`src/rtl/pe_row_feeder.sv`:
```
`default_nettype none
// ============================================================================
// Module   : pe_row_feeder
// Purpose  : Upstream feeder for the PE top level. Takes a configuration word,
//            a filter stream and a pixel stream (all valid/ready). The filter
//            is written once per configuration into the PE filter buffer. The
//            ifmap is then written one row at a time into the PE ifmap buffer,
//            each word tagged with start-of-row / end-of-row flags. After each
//            row a one-cycle start pulse is issued and the block waits for the
//            PE done indication before the next row (or returns to IDLE after
//            the row flagged as the last one).
//
// Ports    : clk, rst (async, active-low)
//            cfg_valid/cfg_row_len/cfg_filter_size/cfg_stride -> cfg_ready,
//              cfg_err (one-cycle pulse on a rejected configuration)
//            filt_valid/filt_data -> filt_ready       filter stream
//            pix_valid/pix_data/pix_last_row -> pix_ready  pixel stream
//            IFMap_out/wen_IFMap_buffer              ifmap buffer write port
//            Filter_out/wen_Filter_buffer            filter buffer write port
//            stride/filter_size                      held configuration
//            start (pulse), pe_done (in), busy
//
// Revision : 1.0 - initial release
// ============================================================================
module pe_row_feeder #(
  parameter int DATA_WIDTH           = 16,
  parameter int IFMAP_WIDTH          = 18,
  parameter int FILTER_WIDTH         = 8,
  parameter int IFMAP_BUFFER_DEPTH   = 16,
  parameter int FILTER_BUFFER_DEPTH  = 16,
  parameter int ROW_LEN_SIZE         = 8,
  parameter int FILTER_SIZE_REG_SIZE = 8,
  parameter int STRIDE_SIZE          = 3
) (
  input  logic                            clk,
  input  logic                            rst,
  // configuration channel
  input  logic                            cfg_valid,
  input  logic [ROW_LEN_SIZE-1:0]         cfg_row_len,
  input  logic [FILTER_SIZE_REG_SIZE-1:0] cfg_filter_size,
  input  logic [STRIDE_SIZE-1:0]          cfg_stride,
  output logic                            cfg_ready,
  output logic                            cfg_err,
  // filter stream
  input  logic                            filt_valid,
  input  logic [FILTER_WIDTH-1:0]         filt_data,
  output logic                            filt_ready,
  // pixel stream
  input  logic                            pix_valid,
  input  logic [DATA_WIDTH-1:0]           pix_data,
  input  logic                            pix_last_row,
  output logic                            pix_ready,
  // PE buffer write ports
  output logic [IFMAP_WIDTH-1:0]          IFMap_out,
  output logic                            wen_IFMap_buffer,
  output logic [FILTER_WIDTH-1:0]         Filter_out,
  output logic                            wen_Filter_buffer,
  // held configuration and PE control
  output logic [STRIDE_SIZE-1:0]          stride,
  output logic [FILTER_SIZE_REG_SIZE-1:0] filter_size,
  output logic                            start,
  input  logic                            pe_done,
  output logic                            busy
);

  // --------------------------------------------------------------------------
  // Constants
  // --------------------------------------------------------------------------
  localparam logic [31:0] ROW_MAX  = 32'(IFMAP_BUFFER_DEPTH);
  localparam logic [31:0] FILT_MAX = 32'(FILTER_BUFFER_DEPTH);

  localparam logic [ROW_LEN_SIZE-1:0]         ROW_ONE  = ROW_LEN_SIZE'(1);
  localparam logic [FILTER_SIZE_REG_SIZE-1:0] FILT_ONE = FILTER_SIZE_REG_SIZE'(1);

  // --------------------------------------------------------------------------
  // State machine
  // --------------------------------------------------------------------------
  typedef enum logic [2:0] {
    IDLE      = 3'd0,
    LOAD_FILT = 3'd1,
    LOAD_ROW  = 3'd2,
    KICK      = 3'd3,
    WAIT_DONE = 3'd4
  } state_t;

  state_t state;
  state_t state_nxt;

  // --------------------------------------------------------------------------
  // Internal registers
  // --------------------------------------------------------------------------
  logic [ROW_LEN_SIZE-1:0]         row_len;
  logic [FILTER_SIZE_REG_SIZE-1:0] fcnt;
  logic [ROW_LEN_SIZE-1:0]         pcnt;
  logic                            last_f;

  // --------------------------------------------------------------------------
  // Combinational helpers
  // --------------------------------------------------------------------------
  logic cfg_bad;
  logic cfg_hs;
  logic filt_hs;
  logic pix_hs;
  logic filt_last;
  logic sor;
  logic eor;

  // A configuration is unusable when the row or the filter would not fit
  // the PE buffers, is empty, or the row is shorter than the filter (no
  // complete output position would exist).
  always_comb begin
    cfg_bad = 1'b0;
    if (cfg_row_len == '0)                             cfg_bad = 1'b1;
    if (32'(cfg_row_len) > ROW_MAX)                    cfg_bad = 1'b1;
    if (cfg_filter_size == '0)                         cfg_bad = 1'b1;
    if (32'(cfg_filter_size) > FILT_MAX)               cfg_bad = 1'b1;
    if (32'(cfg_row_len) < 32'(cfg_filter_size))       cfg_bad = 1'b1;
  end

  assign cfg_hs    = cfg_valid  & cfg_ready;
  assign filt_hs   = filt_valid & filt_ready;
  assign pix_hs    = pix_valid  & pix_ready;

  assign filt_last = (fcnt == (filter_size - FILT_ONE));
  assign sor       = (pcnt == '0);
  assign eor       = (pcnt == (row_len - ROW_ONE));

  // --------------------------------------------------------------------------
  // State register
  // --------------------------------------------------------------------------
  always_ff @(posedge clk or negedge rst) begin
    if (!rst) begin
      state <= IDLE;
    end else begin
      state <= state_nxt;
    end
  end

  // --------------------------------------------------------------------------
  // Next-state and ready/busy decode. Readies depend on state only, so an
  // upstream source may legally wait for ready before raising valid.
  // --------------------------------------------------------------------------
  always_comb begin
    state_nxt  = state;
    cfg_ready  = 1'b0;
    filt_ready = 1'b0;
    pix_ready  = 1'b0;
    busy       = 1'b1;

    case (state)
      IDLE: begin
        cfg_ready = 1'b1;
        busy      = 1'b0;
        if (cfg_valid && !cfg_bad) begin
          state_nxt = LOAD_FILT;
        end
      end

      LOAD_FILT: begin
        filt_ready = 1'b1;
        if (filt_valid && filt_last) begin
          state_nxt = LOAD_ROW;
        end
      end

      LOAD_ROW: begin
        pix_ready = 1'b1;
        if (pix_valid && eor) begin
          state_nxt = KICK;
        end
      end

      // One cycle of separation so the eor write is in the buffer before
      // the registered start pulse reaches the PE.
      KICK: begin
        state_nxt = WAIT_DONE;
      end

      WAIT_DONE: begin
        if (pe_done) begin
          state_nxt = last_f ? IDLE : LOAD_ROW;
        end
      end

      default: begin
        state_nxt = IDLE;
      end
    endcase
  end

  // --------------------------------------------------------------------------
  // Configuration hold registers
  // --------------------------------------------------------------------------
  always_ff @(posedge clk or negedge rst) begin
    if (!rst) begin
      row_len     <= '0;
      stride      <= '0;
      filter_size <= '0;
    end else if (cfg_hs && !cfg_bad) begin
      row_len     <= cfg_row_len;
      stride      <= cfg_stride;
      filter_size <= cfg_filter_size;
    end
  end

  // --------------------------------------------------------------------------
  // Filter word counter: wraps to zero on the final filter word so it is
  // ready for the next configuration.
  // --------------------------------------------------------------------------
  always_ff @(posedge clk or negedge rst) begin
    if (!rst) begin
      fcnt <= '0;
    end else if (filt_hs) begin
      if (filt_last) begin
        fcnt <= '0;
      end else begin
        fcnt <= fcnt + FILT_ONE;
      end
    end
  end

  // --------------------------------------------------------------------------
  // Pixel counter and last-row flag. The counter is left at row_len after
  // the eor word and is cleared when the PE reports the row complete.
  // --------------------------------------------------------------------------
  always_ff @(posedge clk or negedge rst) begin
    if (!rst) begin
      pcnt   <= '0;
      last_f <= 1'b0;
    end else begin
      if (pix_hs) begin
        pcnt <= pcnt + ROW_ONE;
        if (eor) begin
          last_f <= pix_last_row;
        end
      end else if ((state == WAIT_DONE) && pe_done) begin
        pcnt <= '0;
      end
    end
  end

  // --------------------------------------------------------------------------
  // Registered write ports, start pulse and configuration error pulse.
  // Data registers hold their last value between writes.
  // --------------------------------------------------------------------------
  always_ff @(posedge clk or negedge rst) begin
    if (!rst) begin
      wen_Filter_buffer <= 1'b0;
      Filter_out        <= '0;
      wen_IFMap_buffer  <= 1'b0;
      IFMap_out         <= '0;
      start             <= 1'b0;
      cfg_err           <= 1'b0;
    end else begin
      wen_Filter_buffer <= filt_hs;
      if (filt_hs) begin
        Filter_out <= filt_data;
      end

      wen_IFMap_buffer <= pix_hs;
      if (pix_hs) begin
        IFMap_out <= {sor, eor, pix_data};
      end

      start   <= (state == KICK);
      cfg_err <= cfg_hs & cfg_bad;
    end
  end

endmodule
`default_nettype wire
```
`config.mk`:
```
export PLATFORM = sky130hd
export DESIGN_NAME = pe_row_feeder
export DESIGN_NICKNAME = d
export VERILOG_FILES = /design/src/rtl/pe_row_feeder.sv
export SDC_FILE = /design/constraint.sdc
export NUM_CORES = 1
export LEC_CHECK = 0
export ABC_CLOCK_PERIOD_IN_PS = 5300
export BUFFER_PORTS_ARGS = -buffer_cell sky130_fd_sc_hd__clkbuf_2
export CAP_MARGIN = 20
export CORE_MARGIN = 3
export CORE_UTILIZATION = 57
export DETAILED_ROUTE_END_ITERATION = 10
export GPL_TIMING_DRIVEN = 0
export MAX_ROUTING_LAYER = met4
export PLACE_DENSITY_LB_ADDON = 0.15
export REMOVE_ABC_BUFFERS = 1
export SKIP_CTS_REPAIR_TIMING = 1
export SLEW_MARGIN = 20
export SYNTH_ARGS = -nofsm -noshare
export SYNTH_HDL_FRONTEND = slang
export SYNTH_SLANG_ARGS = --single-unit
```
`constraint.sdc`:
```
create_clock -name clk -period 5.3 [get_ports clk]
set_clock_uncertainty 0.05 [all_clocks]
set_input_delay 1.06 -clock clk [delete_from_list [all_inputs] [get_ports clk]]
set_output_delay 1.06 -clock clk [all_outputs]
set_load 0.05 [all_outputs]
```
==> results of run 1 <==
-- synth_stat cells (5+ instances only) --
library cell and count:
nor2_1 12, nand2_1 95, and2_1 9, dfrtp_1 69, xnor2_1 11, nor3_1 6
nand3_1 9, a21o_1 5, o21ai_0 15, mux2_1 6, nand4_1 5, clkbuf_1 8
xor2_1 10, nor4_1 5, mux2_2 6, inv_1 20, ha_1 12
-- routing by layer --
| layer | vias up | share of wire | global-route usage | wire (um) |
|---|---|---|---|---|
| met1 | 1389 | 0.45 | 0.286 | 3380 |
| met2 | 83 | 0.48 | 0.367 | 3640 |
| met4 | 0 | 0.014 | 0.0662 | 106 |
| met3 | 14 | 0.055 | 0.0563 | 414 |
| li1 | 1439 | - | - | - |
| met5 | - | 0 | - | 0 |
-- worst max-delay path, stage by stage --
cell       delay [ns]
clkbuf_2         0.07
nand2_1          0.44
inv_2            0.54
nand4_1          0.18
a2111oi_2        0.39
nand3_2          0.18
mux2_1           0.34
-- registers in the layout, indices dropped and copies added (netlist names) --
register           cells
IFMap_out             18
Filter_out             8
fcnt                   8
filter_size            8
pcnt                   8
row_len                8
state                  3
stride                 3
cfg_err                1
last_f                 1
start                  1
wen_Filter_buffer      1
wen_IFMap_buffer       1
-- layout make-up --
class | instances | share of cell area
clock buffers | 12 | 0.0339
inverters | 21 | 0.0184
well taps | 75 | 0.0219
multi-input cells | 264 | 0.394
clock inverters | 4 | 0.0111
repair buffers | 95 | 0.117
flip-flops and latches | 69 | 0.404
-- kinds of logic (layout without fill, tap and decap cells) --
logic type      after synthesis  count (layout)  share of synthesized area
simple gates                166             166                      0.226
fa+ha+maj                    12              12                     0.0423
mux                          17              17                     0.0535
xor+xnor                     21              21                     0.0518
flops                        69              69                      0.486
buf+inv                      32             132                     0.0391
compound gates               48              48                      0.101
-- stage by stage --
step,setup WS (ns),util
2_1_floorplan,2.15,-
3_3_place_gp,1.88,0.677
3_5_place_dp,1.88,0.682
4_1_cts,2.22,0.714
5_1_grt,2.00,0.714
6_report,2.23,0.714
-- power groups by stage --
stage | Sequential (uW) | Combinational (uW) | Clock, uW
3_5_place_dp | 681 | 552 | 0
5_1_grt | 684 | 587 | 455
2_1_floorplan | 910 | 168 | 0
6_report | 672 | 545 | 423
4_1_cts | 672 | 552 | 433
3_3_place_gp | 678 | 539 | 0
-- final timing paths --
path,end,cells after the start
min reg2reg,IFMap_out[17]$_DFFE_PN0P_,2
max in group asynchronous,IFMap_out[10]$_DFFE_PN0P_,2
min in group asynchronous,pcnt[1]$_DFFE_PN0P_,1
max,last_f$_DFFE_PN0P_,7
max reg2reg,last_f$_DFFE_PN0P_,7
min,IFMap_out[17]$_DFFE_PN0P_,2
==> qor.csv, run 1 <==
metric;value;unit
run_status;finished clean;
numClockSinks;69;
hold_start;IFMap_out[17]$_DFFE_PN0P_;
cts_inserted_buffers;9;
areaGrowthSynthToFinish;20.5;%
synth_top_area_cell;dfrtp_1;
dp_hpwl;5570;um
avgViaCountPerCell;5.42;
cts_htree_levels;3;
die_w;84.9;um
cts_tree;done;
worstSetupPathType;in2reg;
ant_nets;0;
stdcell_count;540;
period_needed;3.07;ns
synthArstFlopShare;1.00;
cp_max_fo;25;
yosysSeqAreaShare;0.486;
grt_max_degree;47;
rsz0062_at_grt;false;
combPwrFrac;0.332;
placed_cells_incl_taps;524;
clockBufferDepth;2;
power.switching;666;uW
final_common_cell;nand2_1;
hp-class;reg2reg;
layout_common_cells;95 x nand2_1, 93 x clkbuf_2, 69 x dfrtp_1;
placed_area;4090;um^2
rows;28;
timing.final.crit_share;0.579;
worstMarginPinSlew;0.800;ns
drc;0;
critical_path_arrival;3.23;ns
io_buffers;94;
rr_startpoint;state[2]$_DFFE_PN0P_;
drive_above_1_share;0.275;
end_kind;flop;
place.gp.congestion;0.810;
internal_power;975;uW
fin_area;4280;um^2
grt_pass1_wl;13100;um
overflow;0;
timing.hold.ws;0.426;ns
required;5.46;ns
clkLatencyLatePin;0.33;ns
routed_wl;7550;um
rrSetupSlack;2.28;ns
synth_area_leaders;dfrtp_1 49%, nand2_1 10%, ha_1 4.2%;
critPathLaunchType;input port;
num_antenna_cells;0;
syn_area;3550;um^2
synth_top_area_share;0.486;
layout.area.seq;1730;um^2
grt_use_total;0.228;
startpoint;pix_valid;
max_freq;0.326;GHz
drv_slew;0;
syn_area_per_cell;9.73;um^2
vias;2925;
finalPower;1640;uW
vdd_drop_max;0.337;mV
nets;522;
wl_per_cell;14.0;um
core;5990;um^2
root_buffer;clkbuf_8;
syn_inst;365;
drtPass1Iterations;4;
die_height;84.9;um
setup_tns;0;ns
first_global_vias;2915;
ys_types;58;
die_area;7210;um^2
pwr-share-seq;0.410;
drtIter0Drc;118;
synth-main-ff-cell;dfrtp_1;
hold_viol;0;
clkPwrFrac;0.258;
cap_violations;0;
synth-edff-count;0;
multi_input_area;1690;um^2
yosys_warnings;0;
antenna_found_initial;0;
p_sw_frac;0.406;
max-slew-margin-rel;0.467;
setup_viol_count_final;0;
start_util;0.593;
pin_count;95;
power_leakage;0.00232;uW
ys_seq_elements;69;
clkSlewWorstSetupHoldPaths;0.07;ns
pwr_density_cell;384;nW/um^2
fillers;450;
Power figures use the tool's default switching activity.
==> run 2: changes to the inputs <==
--- a/config.mk
+++ b/config.mk
@@ -5,11 +5,11 @@
 export SDC_FILE = /design/constraint.sdc
 export NUM_CORES = 1
 export LEC_CHECK = 0
-export ABC_CLOCK_PERIOD_IN_PS = 5300
+export ABC_CLOCK_PERIOD_IN_PS = 2700
 export BUFFER_PORTS_ARGS = -buffer_cell sky130_fd_sc_hd__clkbuf_2
 export CAP_MARGIN = 20
 export CORE_MARGIN = 3
-export CORE_UTILIZATION = 57
+export CORE_UTILIZATION = 48
 export DETAILED_ROUTE_END_ITERATION = 10
 export GPL_TIMING_DRIVEN = 0
 export MAX_ROUTING_LAYER = met4
==> constraint.sdc (replaced) <==
create_clock -name clk -period 2.7 [get_ports clk]
set_clock_uncertainty 0.05 [all_clocks]
set_input_delay 0.54 -clock clk [delete_from_list [all_inputs] [get_ports clk]]
set_output_delay 0.54 -clock clk [all_outputs]
set_load 0.05 [all_outputs]
==> qor.csv, run 2 (synthesized netlist as in run 1, its figures left out) <==
metric;value;unit;change
overflow;0;;unchanged
dp_hpwl;5750;um;+3.2%
place.gp.congestion;0.776;;-4.3%
num_antenna_cells;0;;unchanged
layout_common_cells;94 x nand2_1, 93 x clkbuf_2, 69 x dfrtp_1;;
wl_per_cell;14.0;um;+0.16%
timing.hold.ws;0.0650;ns;-0.361 ns
clkLatencyLatePin;0.33;ns;about the same
drtPass1Iterations;4;;unchanged
die_area;8470;um^2;+17%
grt_use_total;0.202;;-0.0255
setup_viol_count_final;0;;unchanged
period_needed;2.55;ns;
drive_above_1_share;0.279;;+0.00335
drc;0;;unchanged
worstMarginPinSlew;0.604;ns;-0.196 ns
power_leakage;0.00232;uW;about the same
areaGrowthSynthToFinish;21.7;%;
hp-class;in2async;;
cts_inserted_buffers;9;;unchanged
worstSetupPathType;reg2reg;;
pwr_density_cell;747;nW/um^2;+95%
cts_tree;done;;
crit_chain;inv_1 -> ha_1 -> or3b_4 -> nor4_2 -> o2111ai_2 -> a311oi_4 -> nor2_2 -> mux2_2;;
grt_pass1_wl;13500;um;+2.8%
die_w;92.0;um;+8.3%
rows;30;;+7.1%
vias;2908;;-0.58%
largest_reg_flops;18;;unchanged
root_buffer;clkbuf_8;;
hold_viol;0;;unchanged
wl_met3;327;um;-21%
wl_met2;3770;um;+3.4%
cap_violations;0;;unchanged
fin_area;4320;um^2;+1.1%
setup_tns;0;ns;unchanged
run_status;finished clean;;
ant_nets;0;;unchanged
critPathBufInv;1;;-1
antenna_found_initial;0;;unchanged
critPathLaunchType;flop;;
clkSlewWorstSetupHoldPaths;0.07;ns;about the same
routed_wl;7830;um;+3.7%
largest-register;IFMap_out;;
grt_max_degree;52;;+11%
drtIter0Drc;121;;+2.5%
critPathSlowestCell;a311oi_4;;
rsz0062_at_grt;false;;
die_height;92.0;um;+8.3%
critical_path_arrival;2.72;ns;-0.51 ns
top_layer;met4;;
fillers;627;;+39%
core;6980;um^2;+17%
placed_area;4110;um^2;+0.64%
cpLargestDelayFamily;simple AND/OR/NAND/NOR gates;;
first_global_vias;2868;;-1.6%
end_kind;flop;;
required;2.87;ns;-2.59 ns
drv_slew;0;;unchanged
io_buffers;94;;unchanged
numClockSinks;69;;unchanged
cp_max_fo;11;;-56%
cts_htree_levels;3;;unchanged
final_common_cell;nand2_1;;
nets;522;;unchanged
max_freq;0.392;GHz;
clockBufferDepth;2;;unchanged
vdd_drop_max;0.594;mV;+76%
timing.final.crit_share;0.944;;
start_util;0.509;;-0.0842
avgViaCountPerCell;5.20;;-4.0%
wl_met1;3600;um;+6.3%
max_stage_delay;0.50;ns;-0.04 ns
pin_count;95;;unchanged
max-slew-margin-rel;0.596;;+0.130
-- run 2: stage by stage --
stage	instances	util	power, uW	setup slack (ns)
finish	559	0.619	3230	0.151
detailed placement	545	0.589	2430	-0.280
floorplan	354	-	2110	-0.451
global route	559	0.619	3410	0.0133
CTS	559	0.616	3250	-0.299
global placement	544	0.585	2390	-0.334
-- run 2: cell type report --
cell class	instances	area, um^2	area share
inverters	21	83.8	0.0194
clock inverters	4	50.0	0.0116
multi-input cells	264	1710	0.394
clock buffers	10	138	0.0318
repair buffers	95	500	0.116
well taps	96	120	0.0278
flip-flops and latches	69	1730	0.399
-- run 2: routing by layer --
metal	vias up	global-route usage
met4	0	0.0817
met1	1402	0.265
met2	58	0.314
met3	13	0.0345
li1	1435	-
met5	-	-
-- run 2: where the power goes --
part | internal [uW] | total (uW) | switching (uW)
Clock | 440 | 826 | 386
Sequential | 1200 | 1320 | 127
Combinational | 273 | 1080 | 809
-- run 2: worst paths after layout --
path                                            startpoint                        end  slack, ns  cells past startpoint
worst max register to register  filter_size[0]$_DFFE_PN0P_        fcnt[0]$_DFFE_PN0P_       0.15                      8
min in group clk                               pix_data[2]   IFMap_out[2]$_DFFE_PN0P_       0.34                      3
worst min-delay path                                   rst     row_len[3]$_DFFE_PN0P_       0.07                      1
max in group asynchronous                              rst        fcnt[5]$_DFFE_PN0P_       2.00                      2
worst min register to register   IFMap_out[17]$_DFFE_PN0P_  IFMap_out[17]$_DFFE_PN0P_       0.42                      2
worst max-delay path            filter_size[0]$_DFFE_PN0P_        fcnt[0]$_DFFE_PN0P_       0.15                      8
